### src/rtl/user_interface_ctrl.sv
// rtl/user_interface_ctrl.sv - front-panel button conditioning and menu FSM issuing address/command pairs
module user_interface_ctrl #(
  parameter int ADDR_W          = 8,
  parameter int CMD_W           = 3,
  parameter int NUM_CMDS        = 6,
  parameter int DEBOUNCE_CYCLES = 270000,
  parameter int REPEAT_DELAY    = 8100000,
  parameter int REPEAT_RATE     = 2700000
) (
  input  logic              clk,
  input  logic              reset,
  input  logic              enter,
  input  logic              up,
  input  logic              down,
  input  logic              left,
  input  logic              right,
  input  logic [ADDR_W-1:0] sw,
  input  logic              cmd_ready,
  output logic [ADDR_W-1:0] address,
  output logic [CMD_W-1:0]  command,
  output logic              cmd_valid,
  output logic [1:0]        state
);

  localparam int NB     = 5;
  localparam int DB_W   = $clog2(DEBOUNCE_CYCLES + 1);
  localparam int RP_MAX = (REPEAT_DELAY > REPEAT_RATE) ? REPEAT_DELAY : REPEAT_RATE;
  localparam int RP_W   = $clog2(RP_MAX + 1);
  localparam logic [DB_W-1:0]  DB_LAST  = DB_W'(DEBOUNCE_CYCLES - 1);
  localparam logic [CMD_W-1:0] CMD_LAST = CMD_W'(NUM_CMDS - 1);

  typedef enum logic [1:0] {S_IDLE = 2'd0, S_ADDR = 2'd1, S_CMD = 2'd2, S_ISSUE = 2'd3} state_t;

  // Button index order: 0 enter, 1 left, 2 right, 3 up, 4 down
  logic [NB-1:0]   w_raw;
  logic [NB-1:0]   r_sync1, r_sync2, r_deb, r_press;
  logic [NB-1:0]   w_flip;
  logic [DB_W-1:0] r_db_cnt [NB];
  logic [RP_W-1:0] r_rep_cnt [2];
  logic [1:0]      r_rep_phase, r_rep_evt;

  assign w_raw = {down, up, right, left, enter};

  always_comb begin
    w_flip = '0;
    for (int i = 0; i < NB; i++) begin
      w_flip[i] = (r_sync2[i] != r_deb[i]) && (r_db_cnt[i] == DB_LAST);
    end
  end

  always_ff @(posedge clk or negedge reset) begin
    if (!reset) begin
      r_sync1 <= '0;
      r_sync2 <= '0;
      r_deb   <= '0;
      r_press <= '0;
      for (int i = 0; i < NB; i++) r_db_cnt[i] <= '0;
    end else begin
      r_sync1 <= w_raw;
      r_sync2 <= r_sync1;
      for (int i = 0; i < NB; i++) begin
        r_press[i] <= w_flip[i] & r_sync2[i];
        if (r_sync2[i] == r_deb[i] || w_flip[i]) begin
          r_db_cnt[i] <= '0;
        end else begin
          r_db_cnt[i] <= r_db_cnt[i] + DB_W'(1);
        end
        if (w_flip[i]) r_deb[i] <= r_sync2[i];
      end
    end
  end

  // Repeat counter starts at 1 on the accepting edge so it fires REPEAT_DELAY clocks after the press event
  always_ff @(posedge clk or negedge reset) begin
    if (!reset) begin
      r_rep_phase <= '0;
      r_rep_evt   <= '0;
      for (int j = 0; j < 2; j++) r_rep_cnt[j] <= '0;
    end else begin
      for (int j = 0; j < 2; j++) begin
        r_rep_evt[j] <= 1'b0;
        if (w_flip[j+3]) begin
          r_rep_cnt[j]   <= RP_W'(1);
          r_rep_phase[j] <= 1'b0;
        end else if (!r_deb[j+3]) begin
          r_rep_cnt[j]   <= '0;
          r_rep_phase[j] <= 1'b0;
        end else if (r_rep_cnt[j] == (r_rep_phase[j] ? RP_W'(REPEAT_RATE) : RP_W'(REPEAT_DELAY))) begin
          r_rep_evt[j]   <= 1'b1;
          r_rep_cnt[j]   <= RP_W'(1);
          r_rep_phase[j] <= 1'b1;
        end else begin
          r_rep_cnt[j] <= r_rep_cnt[j] + RP_W'(1);
        end
      end
    end
  end

  logic w_enter, w_left, w_right, w_up, w_down;
  assign w_enter = r_press[0];
  assign w_left  = r_press[1] & ~r_press[0];
  assign w_right = r_press[2] & ~(r_press[0] | r_press[1]);
  assign w_up    = (r_press[3] | r_rep_evt[0]) & ~(r_press[0] | r_press[1] | r_press[2]);
  assign w_down  = (r_press[4] | r_rep_evt[1]) & ~(r_press[0] | r_press[1] | r_press[2] |
                                                   r_press[3] | r_rep_evt[0]);

  state_t            r_state, w_state_next;
  logic [ADDR_W-1:0] r_address, w_addr_next;
  logic [CMD_W-1:0]  r_command, w_cmd_next;
  logic              r_cmd_valid;

  always_ff @(posedge clk or negedge reset) begin
    if (!reset) begin
      r_state     <= S_IDLE;
      r_address   <= '0;
      r_command   <= '0;
      r_cmd_valid <= 1'b0;
    end else begin
      r_state     <= w_state_next;
      r_address   <= w_addr_next;
      r_command   <= w_cmd_next;
      r_cmd_valid <= (w_state_next == S_ISSUE);
    end
  end

  always_comb begin
    w_state_next = r_state;
    w_addr_next  = r_address;
    w_cmd_next   = r_command;
    case (r_state)
      S_IDLE: begin
        if (w_enter) w_state_next = S_ADDR;
      end
      S_ADDR: begin
        if (w_enter)      w_state_next = S_CMD;
        else if (w_left)  w_state_next = S_IDLE;
        else if (w_right) w_addr_next  = sw;
        else if (w_up)    w_addr_next  = r_address + ADDR_W'(1);
        else if (w_down)  w_addr_next  = r_address - ADDR_W'(1);
      end
      S_CMD: begin
        if (w_enter)     w_state_next = S_ISSUE;
        else if (w_left) w_state_next = S_ADDR;
        else if (w_up)   w_cmd_next   = (r_command == CMD_LAST) ? '0 : r_command + CMD_W'(1);
        else if (w_down) w_cmd_next   = (r_command == '0) ? CMD_LAST : r_command - CMD_W'(1);
      end
      S_ISSUE: begin
        // Handshake beats a coincident left-abort
        if (r_cmd_valid && cmd_ready) w_state_next = S_IDLE;
        else if (w_left)              w_state_next = S_CMD;
      end
      default: w_state_next = S_IDLE;
    endcase
  end

  assign address   = r_address;
  assign command   = r_command;
  assign cmd_valid = r_cmd_valid;
  assign state     = r_state;

endmodule

### config.mk
export PLATFORM = sky130hd
export DESIGN_NAME = user_interface_ctrl
export DESIGN_NICKNAME = d
export VERILOG_FILES = /design/src/rtl/user_interface_ctrl.sv
export SDC_FILE = /design/constraint.sdc
export NUM_CORES = 1
export LEC_CHECK = 0
export CAP_MARGIN = 20
export CELL_PAD_IN_SITES_DETAIL_PLACEMENT = 0
export CELL_PAD_IN_SITES_GLOBAL_PLACEMENT = 2
export CORE_MARGIN = 2
export CORE_UTILIZATION = 40
export DETAILED_ROUTE_END_ITERATION = 12
export GPL_TIMING_DRIVEN = 0
export PLACE_DENSITY = 0.79
export SLEW_MARGIN = 20
export SYNTH_ARGS = -nofsm -noshare
export SYNTH_HDL_FRONTEND = slang
export SYNTH_SLANG_ARGS = --single-unit
### constraint.sdc
create_clock -name clk -period 3.2 [get_ports clk]
set_input_delay 0.64 -clock clk [delete_from_list [all_inputs] [get_ports clk]]
set_output_delay 0.64 -clock clk [all_outputs]
set_load 0.01 [all_outputs]
# Word level (Yosys, flattened, before mapping)
# Cells that the tools add are included.
# word_totals
in_bits,16
output_inout_bits,14
register_bits,179
elab_cells,134
# op_classes
eq_ne,24
n_reduce_logical,17
bitwise_logic,20
mux,40
n_addsub,11
# op_table
op,count
23-bit two-way mux,8
19-bit by 1-bit adder with 19-bit output (second input constant),5
19-bit == test (second input constant),5
19-bit two-way mux,5
23-bit by 1-bit adder with 23-bit output (second input constant),2
23-bit == test,2
8-bit two-way mux,3
2-bit two-way mux,7
1-bit two-way mux,12
3-bit two-way mux,4
1-bit AND,9
8-bit by 1-bit adder with 8-bit output (second input constant),1
2-bit one-hot mux with 4 select lines,1
4-bit AND reduction,2
8-bit by 1-bit subtractor with 8-bit output (second input constant),1
2-bit == test (second input constant),3
1-bit logical AND,6
3-bit by 1-bit != test with 1-bit output (second input constant),2
1-bit OR,6
1-bit == test,5
1-bit logical OR,5
1-bit != test,5
1-bit NOT,5
3-bit by 1-bit adder with 3-bit output (second input constant),1
7 further kinds,7

# Depth between registers and ports, before layout
# logic_depth
ltp_word,9
ltp_mapped,11
depth_no_buf,10

# Least setup slack after synthesis
# Ideal clock, no wire load.
# synth_path
path_kind,reg-to-reg
startpoint,register r_press[1]
endpoint,register r_address[6] (netlist: address[6])
setup_slack_ps,708
path_stages_with_launch,12
arrival_ps,2413
period_less_slack_ps,2492
required_time_ps,3121
setup_ps,79
path_cell_list,dfrtp_1 nor3_1 o21a_1 inv_2 buf_2 ha_1 clkbuf_1 a31o_2 or2_1 a31oi_1 xnor2_1 a2bb2oi_1
# synth_between
elab_chain_len,8
# synth_lines
item,line,source
from (decl),36,"logic [NB-1:0] r_sync1, r_sync2, r_deb, r_press;"
"from (signal, indexed assignment)",62,r_press[i] <= w_flip[i] & r_sync2[i];
1-bit OR,"102, 103, 104",
1-bit OR,"103, 104",
1-bit OR,104,assign w_down = (r_press[4] | r_rep_evt[1]) & ~(r_press[0] | r_press[1] | r_press[2] |
1-bit OR,105,r_press[3] | r_rep_evt[0]);
1-bit NOT,104,
1-bit AND,104,
3-bit nonzero test (no source line),-,
4-bit AND reduction (no source line),-,
to (signal assigned),120,r_address <= w_addr_next;
to (decl),108,"logic [ADDR_W-1:0] r_address, w_addr_next;"
# Parallel ways exist; a longest one is shown, timed or not.
# A chain may end at the register's enable or synchronous reset.

# Final worst setup path
# layout_path
startpoint,register r_press[0]
endpoint,register r_address[6] (netlist: address[6])
# Same word-level chain as after synthesis.

==> metrics <==
status finished, final reports clean; number of diodes 0; Worst Path Max Fanout 13; clk root buf clkbuf_16; post-synthesis cell count 891; number of flops mapped to enable cells by yosys 0; first-pass GRT wire length 31200 um; total power 4510 uW; top cells by area, synth dfrtp_1 (51%), xor2_1 (8.2%), nor2_1 (7.3%); Placer Congestion 0.767; Area Overhead vs Synth 14.7%; Top FF cell, synth dfrtp_1; average via count per standard cell about 5.1; CP peak stage delay 0.43 ns; required time of the worst setup path 3.56 ns; DR WL/cell 14.4 um; final period utilization 0.900; number of global-route vias before repair approximately 6.3k; RSZ-0062 raised after global routing no; register clock-pin slew on the reported worst setup and hold paths ~0.07 ns; Nets around 970; syn_nets 922; Mapped Avg Cell Area 9.81 um^2; total number of vias 6322; fraction of registers with async set/reset 1.00; critical path type reg2reg; dpl cells 1202; cell family with most CP delay compound AO/OA/AOI/OAI gates; CTS tree done; Achievable Freq between 300 and 400 MHz; worst path cell trace nor3_1 > o21a_1 > inv_2 > buf_2 > ha_1 > clkbuf_1 > a31o_2 > or2_1 > a31oi_1 > xnor2_1 > a2bb2oi_1; number of routed nets with antenna violations 0; Yosys top cell by area dfrtp_1; most frequent cells after synthesis dfrtp_1 (179), nor2_1 (170), xor2_1 (82), nand2_1 (67), nand3_1 (51); Worst path slowest cell dfrtp_1; Setup Fix Bufs, Post-CTS 0; register area share after synthesis 0.512; Warnings, synthesis 0; Slew @ Worst Pin around 0.53 ns; CP arrival ~3.2 ns; die area about 23000 um^2; Post-Place Cell Area 9440 um^2; final WL around 18000 um; pre-CTS setup slack 0.323 ns; pwr dens 449 nW/um^2; Hold Crit Class reg2reg; initial antenna violation count 0; final non-filler cell total 1235; Slew HR 0.642; total grt overflow 0; Tmin final a little under 3 ns; Netlist cell types just under 70; total CTS buffers 17; FF+latch count, synth 179; die span in x 152 um; critical path endpoint category flop; row count 54; Final Util 0.464; Port Buffers 29; final instance area 10000 um^2; layout cell share with drive strength beyond 1 0.0723; final setup vio count 0; top-count cell post-synth dfrtp_1; IO Pins 30; post-DP HPWL 11900 um; maximum buffer depth of the clock tree 2; Mapped Area 8740 um^2; critical path startpoint category flop; Final Hold Vio Count 0; P_leak around 0.0042 uW; max cap viols 0; drt pass-1 iters 5; core area 21600 um^2; clk_lat worst skew 0.44 ns; CP Buf/Inv Count 3; # clock sinks 179; H-tree levels 4; Die Y 152 um; Initial Util 0.404; DRC violations left 0; largest net degree at the start of global routing between 80 and 90; post-synth top area share 0.512; setup ws final roughly 0.32 ns; clk_skew between 0.01 and 0.015 ns; GR Util All Layers 0.162; Worst VDD drop 0.000313 V; drt initial violations about 300; final slew viol count 0
-- final timing paths --
path	to	start	slack (ns)	cells after the start
worst max register to register	address[6]	r_press[0]	0.32	11
min in group asynchronous	r_db_cnt[57]	reset	0.61	2
worst min-delay path	r_sync2[3]	r_sync1[3]	0.35	0
worst max-delay path	address[6]	r_press[0]	0.32	11
max in group asynchronous	r_rep_cnt[45]	reset	1.56	4
worst min register to register	r_sync2[3]	r_sync1[3]	0.35	0
-- per-stage QoR --
stage | setup TNS [ns] | hold WS, ns
floorplan | 0 | 0.331
global placement | -1133.08 | 0.332
detailed placement | 0 | 0.336
CTS | 0 | 0.352
global route | 0 | 0.361
finish | 0 | 0.349
-- layer usage --
metal	vias up	wire, um	share of wire	GRT usage
met3	16	396	0.022	0.0339
met4	0	229	0.013	0.0467
met2	59	8040	0.45	0.252
met5	-	0	0	0
met1	3072	9060	0.51	0.231
li1	3175	-	-	-
-- flip-flops by register name, indices dropped and copies added (netlist names), 3 cells and up --
name and cells:
r_sync1 5, r_deb 5, command 3, r_sync2 5
r_press 5, address 8, r_rep_cnt 46, r_db_cnt 95
-- cell type report --
class	count	area [um^2]
Buffer	19	106
Clock buffer	17	425
Clock inverter	15	149
Fill cell	2080	11600
Inverter	25	93.8
Multi-Input combinational cell	668	4060
Sequential cell	179	4480
Tap cell	280	350
Timing Repair Buffer	32	360
-- what timing repair did --
action,4_1_cts,5_1_grt
hold buffers,1,0
resized for setup,0,0
hold endpoints to repair,3,0
-- power by group --
group | switching (uW) | internal, uW
sequential | 18.8 | 2280
clock | 989 | 1090
combinational | 79.8 | 44.0
total | 1090 | 3420
-- layout by cell type, fill, tap and decap left out, types with 11 or more instances in the layout --
cell type / synthesis / routed
xnor2_1: 43 / 43
and3_1: 21 / 21
o21ai_0: 21 / 21
and4_1: 12 / 12
inv_1: 24 / 24
nand3_1: 51 / 51
clkdlybuf4s50_1: 0 / 28
a21oi_1: 30 / 30
nor4_1: 11 / 11
ha_1: 15 / 15
nand2_1: 67 / 67
dfrtp_1: 179 / 179
nor3_1: 12 / 12
nor2_1: 170 / 170
clkbuf_16: 0 / 17
nand4_1: 37 / 37
or3_1: 13 / 13
xor2_1: 82 / 82
-- logic make-up after synthesis --
| family | Yosys count | synth area share |
|---|---|---|
| simple gates | 438 | 0.252 |
| xor+xnor | 125 | 0.125 |
| fa+ha+maj | 15 | 0.0215 |
| flops | 179 | 0.512 |
| mux | 7 | 0.00844 |
| compound gates | 83 | 0.0572 |
| buf+inv | 44 | 0.0229 |
(Power assumes the default switching activity.)
